==> src/rtl/button_repeat_conditioner.sv <==
// Multi-channel switch conditioner: 2-flop sync, per-channel debounce, press/repeat/release pulses.
// Level latency 2+DEBOUNCE_TICKS cycles; pulses coincide with level edges; no backpressure (free-running).
module button_repeat_conditioner #(
  parameter int WIDTH          = 6,
  parameter int DEBOUNCE_TICKS = 200,
  parameter int REPEAT_DELAY   = 5000,
  parameter int REPEAT_PERIOD  = 1000
) (
  input  logic             clock,
  input  logic             rst,
  input  logic [WIDTH-1:0] i_raw,
  input  logic             i_enable,
  output logic [WIDTH-1:0] o_level,
  output logic [WIDTH-1:0] o_press_pulse,
  output logic [WIDTH-1:0] o_release_pulse,
  output logic             o_any_press
);

  localparam logic [1:0]  ST_IDLE   = 2'd0;
  localparam logic [1:0]  ST_DELAY  = 2'd1;
  localparam logic [1:0]  ST_REPEAT = 2'd2;
  localparam logic [15:0] DB_LAST   = 16'(DEBOUNCE_TICKS - 1);
  localparam logic [15:0] RD_LAST   = 16'(REPEAT_DELAY - 1);
  localparam logic [15:0] RP_LAST   = 16'(REPEAT_PERIOD - 1);

  logic [WIDTH-1:0] r_s1;
  logic [WIDTH-1:0] r_s2;
  logic [WIDTH-1:0] w_press_nxt;
  logic             r_any_press;

  always_ff @(posedge clock or negedge rst) begin
    if (!rst) begin
      r_s1        <= '0;
      r_s2        <= '0;
      r_any_press <= 1'b0;
    end else begin
      r_s1        <= i_raw;
      r_s2        <= r_s1;
      r_any_press <= |w_press_nxt;
    end
  end

  assign o_any_press = r_any_press;

  for (genvar g = 0; g < WIDTH; g++) begin : g_ch
    logic [15:0] r_db_cnt;
    logic [15:0] r_rep_cnt;
    logic [1:0]  r_state;
    logic        r_level;
    logic        r_press;
    logic        r_release;
    logic        w_toggle;
    logic        w_rise;
    logic        w_fall;
    logic [15:0] w_rep_inc;
    logic [15:0] w_rep_nxt;
    logic [1:0]  w_state_nxt;
    logic        w_press;
    logic        w_release;

    assign w_toggle  = (r_s2[g] != r_level) && (r_db_cnt == DB_LAST);
    assign w_rise    = w_toggle && !r_level;
    assign w_fall    = w_toggle && r_level;
    assign w_rep_inc = (r_rep_cnt == 16'hFFFF) ? r_rep_cnt : r_rep_cnt + 16'd1;

    // A falling level always wins over a repeat tick landing on the same edge.
    always_comb begin
      w_state_nxt = r_state;
      w_rep_nxt   = w_rep_inc;
      w_press     = 1'b0;
      w_release   = 1'b0;
      if (!i_enable) begin
        w_state_nxt = ST_IDLE;
        w_rep_nxt   = '0;
      end else begin
        case (r_state)
          ST_IDLE: begin
            w_rep_nxt = '0;
            if (w_rise) begin
              w_state_nxt = ST_DELAY;
              w_press     = 1'b1;
            end
          end
          ST_DELAY: begin
            if (w_fall) begin
              w_state_nxt = ST_IDLE;
              w_rep_nxt   = '0;
              w_release   = 1'b1;
            end else if (r_rep_cnt == RD_LAST) begin
              w_state_nxt = ST_REPEAT;
              w_rep_nxt   = '0;
              w_press     = 1'b1;
            end
          end
          ST_REPEAT: begin
            if (w_fall) begin
              w_state_nxt = ST_IDLE;
              w_rep_nxt   = '0;
              w_release   = 1'b1;
            end else if (r_rep_cnt == RP_LAST) begin
              w_rep_nxt = '0;
              w_press   = 1'b1;
            end
          end
          default: begin
            w_state_nxt = ST_IDLE;
            w_rep_nxt   = '0;
          end
        endcase
      end
    end

    always_ff @(posedge clock or negedge rst) begin
      if (!rst) begin
        r_db_cnt  <= '0;
        r_rep_cnt <= '0;
        r_state   <= ST_IDLE;
        r_level   <= 1'b0;
        r_press   <= 1'b0;
        r_release <= 1'b0;
      end else begin
        if (r_s2[g] == r_level) begin
          r_db_cnt <= '0;
        end else if (w_toggle) begin
          r_db_cnt <= '0;
          r_level  <= ~r_level;
        end else begin
          r_db_cnt <= r_db_cnt + 16'd1;
        end
        r_rep_cnt <= w_rep_nxt;
        r_state   <= w_state_nxt;
        r_press   <= w_press;
        r_release <= w_release;
      end
    end

    assign w_press_nxt[g]     = w_press;
    assign o_level[g]         = r_level;
    assign o_press_pulse[g]   = r_press;
    assign o_release_pulse[g] = r_release;
  end

endmodule

==> config.mk <==
export PLATFORM = sky130hd
export DESIGN_NAME = button_repeat_conditioner
export DESIGN_NICKNAME = d
export VERILOG_FILES = /design/src/rtl/button_repeat_conditioner.sv
export SDC_FILE = /design/constraint.sdc
export NUM_CORES = 1
export LEC_CHECK = 0
export ABC_AREA = 1
export CORE_ASPECT_RATIO = 1.25
export CORE_UTILIZATION = 57
export CTS_BUF_LIST = sky130_fd_sc_hd__clkbuf_16
export DETAILED_ROUTE_END_ITERATION = 6
export PLACE_DENSITY = 0.77
export SYNTH_ARGS = -nofsm -noshare
export SYNTH_HDL_FRONTEND = slang
export SYNTH_SLANG_ARGS = --single-unit
==> constraint.sdc <==
create_clock -name clock -period 1.75 [get_ports clock]
set_input_delay 0.35 -clock clock [delete_from_list [all_inputs] [get_ports clock]]
set_output_delay 0.35 -clock clock [all_outputs]
set_load 0.01 [all_outputs]
* Word level (Yosys, flattened, before mapping)
Cells that the tools add are included.
Storage, ports and cells: bits in registers 235, latch bits 0, bits in writable memories 0, ROM bits 0, bits of input ports 9, memories kept 0
Operators by class: add/sub/neg operators 12, multipliers 0, divide/modulo/power cells 0, $lt $le $gt $ge 0, equal/unequal tests 66, shift operators 0, multiplexer cells 150, bitwise logic cells 12, reductions and logical operators 49
Operators by type and width (number):
- 2-to-1 mux 16 bit | 48
- adder 16 x 1 -> 16 bit, second input constant | 12
- case mux 16 bit (2 select lines) | 6
- == test 16 x 10 -> 1 bit, second input constant | 6
- == test 16 x 13 -> 1 bit, second input constant | 6
- == test 16 bit, second input constant | 6
- == test 16 x 8 -> 1 bit, second input constant | 6
- 2-to-1 mux 2 bit | 30
- 2-to-1 mux 1 bit | 54
- != test 3 bit, second input constant | 12
- case mux 2 bit (3 select lines) | 6
- != test 4 bit, second input constant | 6
- logical AND 1 bit | 18
- case mux 1 bit (3 select lines) | 6
- AND reduction 3 bit | 6
- == test 2 x 1 -> 1 bit, second input constant | 6
- == test 2 bit, second input constant | 6
- zero test 2 bit | 6
- inverter 1 bit | 12
- AND reduction 2 bit | 6
- OR reduction 2 bit | 6
- == test 1 bit | 6
- zero test 1 bit | 6
- != test 1 bit | 6
- OR reduction 6 bit | 1

* Longest topological paths before layout
word-level depth 7, mapped depth 13, mapped depth without buffers 13

* Worst setup path before layout
OpenSTA, ideal clock, no wires.
path kind register -> register, start register g_ch[0].r_db_cnt[0], end register g_ch[0].r_rep_cnt[12], arrival time 1.630 ns, path slack 0.049 ns, stages on the path, launching flop included 13, cells stage by stage dfrtp_1 > ha_1 > nand2_1 > inv_1 > nand3_1 > nor2_1 > nand4_2 > nand2_2 > or2_4 > nand2_1 > nand3b_4 > buf_6 > nor2_1
Between the ends: cells in the longest elaborated chain, start to end 6, elaborated cells on any way between the ends 7, classes of those cells eq/ne: 1; mux: 4; reduce/logical: 2
RTL lines:
- start: declaration | line 46 | logic [15:0] r_db_cnt;
- start signal: assignment | line 128 | r_db_cnt <= r_db_cnt + 16'd1;
- == test 16 x 8 -> 1 bit * | line 61 | assign w_toggle = (r_s2[g] != r_level) && (r_db_cnt == DB_LAST);
- logical AND 1 bit * | line 61
- logical AND 1 bit * | line 63 | assign w_fall = w_toggle && r_level;
- 2-to-1 mux 16 bit (on tied branches) | line 96, 85
- case mux 16 bit (2 select lines) * | line 76 | case (r_state)
- 2-to-1 mux 16 bit * | line 72 | if (!i_enable) begin
- via g_ch[0].w_rep_nxt[12] | line 56 | logic [15:0] w_rep_nxt;
- end signal: assignment | line 130 | r_rep_cnt <= w_rep_nxt;
- end: declaration | line 47 | logic [15:0] r_rep_cnt;
The timed path passes the listed nets; every way through them passes the cells marked *. A chain may end at the register's enable or synchronous reset.

* Worst setup path after layout
start register g_ch[2].r_rep_cnt[0], end register g_ch[2].r_rep_cnt[6]
Between the ends: cells in the longest elaborated chain, start to end 6, elaborated cells on any way between the ends 11, classes of those cells add/sub: 1; eq/ne: 3; mux: 7
RTL lines:
- start: declaration | line 47
- start signal: assignment | line 130
- adder 16 x 1 -> 16 bit or == test 16 bit (tied branches) | line 64 | assign w_rep_inc = (r_rep_cnt == 16'hFFFF) ? r_rep_cnt : r_rep_cnt + 16'd1;
- 2-to-1 mux 16 bit | line 64
- 2-to-1 mux 16 bit (on tied branches) | line 100, 89
- 2-to-1 mux 16 bit (on tied branches) | line 96, 85
- case mux 16 bit (2 select lines) * | line 76
- 2-to-1 mux 16 bit * | line 72
- via g_ch[2].w_rep_nxt[6] | line 56
Marks and branches as above.

==> metrics.md <==
| Metric | Value |
|---|---|
| Run status | finished with violations |
| Violated checks | design-rule violations, negative setup slack |
| Worst-Margin Slew | between 0.4 and 0.5 ns |
| F_max | approximately 540 MHz |
| Critical path's largest stage delay | 0.38 ns |
| Routability Congestion | 0.913 |
| Critical path peak fanout | 7 |
| Synth Warn # | 0 |
| TritonCTS clock tree | built |
| Layout cells sized above 1 | between 20% and 30% |
| Die span in x | 139 µm |
| Global route total overflow | 0 |
| Maximum Capacitance Violations | 0 |
| Starting Density | 58.2% |
| Non-Filler Instances | 2230 |
| Slew headroom | 72.6% |
| Post-Synth Simple-Gate Area | 33.6% |
| Critical path class | reg2reg |
| Via-to-Cell Ratio | 5.64 |
| Nets | about 2000 |
| Rows | 62 |
| Post-synth top flop | dfrtp_1 |
| Synth Area in XOR/XNOR | 3.99% |
| Die ar. | 24100 µm² |
| Antenna violations before repair | 0 |
| Setup TNS | -2.27 ns |
| Skew final | 0.0105 ns |
| Slew Viols, Final | 0 |
| Critical Path, Cell by Cell | ha_2, nand2_2, nor2_4, nand2_2, nor2_4, nand4_4, nand4_1, a21boi_0, inv_1, nor2_4 |
| DR vias | 12600 |
| Clock-pin transition on the worst setup and hold timing paths | roughly 0.060 ns |
| Final setup vio count | 46 |
| Worst Slack Setup Final | -0.113 ns |
| RSZ-0062 raised after global routing | yes |
| Area growth syn-to-layout | 29.5% |
| Depth of the most critical reg-to-reg path | 10 |
| Synth Area in Compound Gates | 5.98% |
| Clock sink count | 235 |
| Worst-skew pair later-pin latency | ~0.53 ns |
| Endpoint, Worst Hold | r_s1[5] |
| Synth Area in Adders | ~3.8% |
| Reg-to-Reg End | g_ch[2].r_rep_cnt[6] |
| LEAKAGE | 7.91 nW |
| Final hold vios | 0 |
| H-tree levels | 1 |
| Min Tclk post-route | 1.86 ns |
| DRC | 1 |
| Slowest cell on the critical path | dfrtp_1 |
| DRT iter0 DRCs | 690 |
| Global-route wire length before repair | slightly above 50000 µm |
| Placed Instances | ~2100 |
| Critical path startpoint category | flip-flop |
| Mux cell area share after synthesis | 0.373% |
| Reg2Reg Setup Slack | -0.11 ns |
| Seq/Total Area, Yosys | between 40% and 50% |
| Port bufs | 27 |
| Synthesized cell area | 13400 µm² |
| PD cells | 746 nW/µm² |
| Critical Path RT | 2.22 ns |
| Min-delay src | i_raw[5] |
| Max clock buf depth | 3 |
| Final HPWL DP | 21000 µm |
| Boundary Pins | 28 |
| Library cells used by synthesis | slightly below 50 |
| Yosys top cell by area | dfrtp_1 |
| Avg Inst Size Synth | 7.73 µm² |
| FF-to-FF Start | g_ch[2].r_rep_cnt[0] |
| Ranking of synthesized cells by area | dfrtp_1, nor2_1, nand2_1, inv_1, nand3_1 |
| Worst min path class | in2reg |
| Pin count of the biggest net entering global routing | 46 |
| Syn nets | roughly 1800 |
| Most used cell, CP | nor2_4 |
| Hold path cells | 1 |
| Routed len/inst | 15.2 µm |
| Die height | 173 µm |
| Cell count after synthesis | 1735 |
| Arrival @ worst endpoint | 2.33 ns |
| Post-route ant nets | 0 |
| WL final | roughly 34000 µm |
| Antenna cells | 0 |
| Final period util | 106% |
| DRT Pass-1 Iters | 7 |
| Async set-reset flop share out of synthesis | 100% |
| Core Region | 23000 µm² |
| VDD IR max | approximately 0.8 mV |
| Top cell type's share of synthesized area | between 40 and 50% |
| Post-synthesis register bit count | 235 |
| All-Layer GR Usage | 25.0% |
| Clk root buf | clkbuf_16 |
| Post-synth EDFFs | 0 |
| Largest family of logic cells by synthesized area | simple AND/OR/NAND/NOR gates |
| Vias in the first global route | 11800 |
| CP Capture Type | flip-flop |
| CTS Buf Count | 25 |
cells in the final DEF (no fill, tap or decap), types with 44 or more instances in the layout:
master | netlist | final
nand3_1 | 150 | 122
dfrtp_1 | 235 | 221
nor2_1 | 310 | 207
nand2_1 | 276 | 227
nor2_2 | 15 | 77
inv_1 | 241 | 230
nor2_4 | 4 | 45
a21oi_1 | 54 | 44
o21ai_0 | 67 | 47
xor2_1 | 50 | 46
nand4_1 | 75 | 75
nor3_1 | 69 | 44
buf_4 | 20 | 141
sequential cells by signal (all words and copies together) (netlist names):
name / flops
g_ch.r_db_cnt: 96
g_ch.r_rep_cnt: 96
g_ch.r_state: 12
g_ch.r_level: 6
g_ch.r_press: 6
g_ch.r_release: 6
r_s1: 6
r_s2: 6
o_any_press: 1
layer usage:
| layer | global-route usage, % | wire [µm] | part of all wire, % | up-vias |
|---|---|---|---|---|
| met5 | 0 | 0 | 0 | - |
| met4 | 8.94 | 972 | 2.9 | 0 |
| met3 | 3.15 | 1310 | 3.9 | 95 |
| met2 | 46.5 | 18200 | 54 | 331 |
| met1 | 29.4 | 13300 | 39 | 6119 |
| li1 | - | - | - | 6040 |
cell type report:
type / count / area [µm²]
tap: 288 / 360
clock inverter: 19 / 88.8
timing repair buffer: 191 / 1700
fill: 1450 / 5690
clock buffer: 25 / 626
multi-input combinational: 1229 / 7770
sequential: 235 / 5900
inverter: 243 / 912
worst max path at each step:
stage	from	end	slack (ns)	depth (start not counted)
global placement	g_ch[1].r_db_cnt[0]	o_any_press	0.001	12
finish	g_ch[2].r_rep_cnt[0]	g_ch[2].r_rep_cnt[6]	-0.11	10
floorplan	g_ch[0].r_db_cnt[0]	g_ch[0].r_rep_cnt[12]	0.05	12
detailed placement	g_ch[2].r_db_cnt[0]	o_any_press	-0.08	12
global route	g_ch[2].r_rep_cnt[0]	g_ch[2].r_rep_cnt[6]	-0.23	10
CTS	g_ch[4].r_db_cnt[1]	g_ch[4].r_rep_cnt[13]	-0.02	10
cells in the mapped netlist, types with 15 or more instances:
| library cell | count |
|---|---|
| a21oi_1 | 54 |
| buf_4 | 20 |
| dfrtp_1 | 235 |
| ha_1 | 41 |
| inv_1 | 241 |
| nand2_1 | 276 |
| nand3_1 | 150 |
| nand4_1 | 75 |
| nor2_1 | 310 |
| nor2_2 | 15 |
| nor3_1 | 69 |
| nor4_1 | 15 |
| o21ai_0 | 67 |
| xor2_1 | 50 |
critical path, delay by kind of cell (launching register included):
family / cells / cell delay, ns
adder cells (fa/ha/maj): 1 / 0.20
AO/OA/AOI/OAI: 1 / 0.23
flip-flops: 1 / 0.38
buffers and inverters: 1 / 0.10
AND/OR/NAND/NOR: 7 / 0.88
report_power, final:
| group | internal, mW | switching, mW | total (mW) |
|---|---|---|---|
| Sequential | 5.62 | 0.195 | 5.81 |
| Clock | 2.58 | 2.15 | 4.73 |
| Combinational | 0.958 | 1.44 | 2.40 |
kinds of logic after synthesis:
| logic type | after synthesis |
|---|---|
| and+or+nand+nor | 971 |
| adders and majority gates | 41 |
| xor gates and xnor gates | 61 |
| AOI/OAI and AO/OA | 149 |
| muxes | 5 |
| buffers and inverters | 273 |
| DFF | 235 |
repair_timing:
| item | CTS | global route |
|---|---|---|
| endpoints found under the hold margin | 102 | 0 |
| resized for setup | 50 | 362 |
| hold buffers | 1 | 0 |
| setup endpoints to repair | 90 | 160 |
| gates cloned | 3 | 3 |
| buffers inserted | 8 | 35 |
| pin swaps | 21 | 114 |
stage by stage:
| stage | area [µm²] | util [%] | worst slack (ns) | hold WS (ns) | power (mW) |
|---|---|---|---|---|---|
| 2_1_floorplan | 13400 | - | 0.0486 | 0.0544 | 7.02 |
| 3_3_place_gp | 14800 | 64.2 | 0.00101 | 0.227 | 7.57 |
| 3_5_place_dp | 14800 | 64.2 | -0.0834 | 0.228 | 7.64 |
| 4_1_cts | 15700 | 68.3 | -0.0179 | 0.247 | 12.5 |
| 5_1_grt | 17400 | 75.3 | -0.225 | 0.251 | 13.5 |
| 6_report | 17400 | 75.3 | -0.113 | 0.254 | 12.9 |
(Power assumes the default switching activity.)
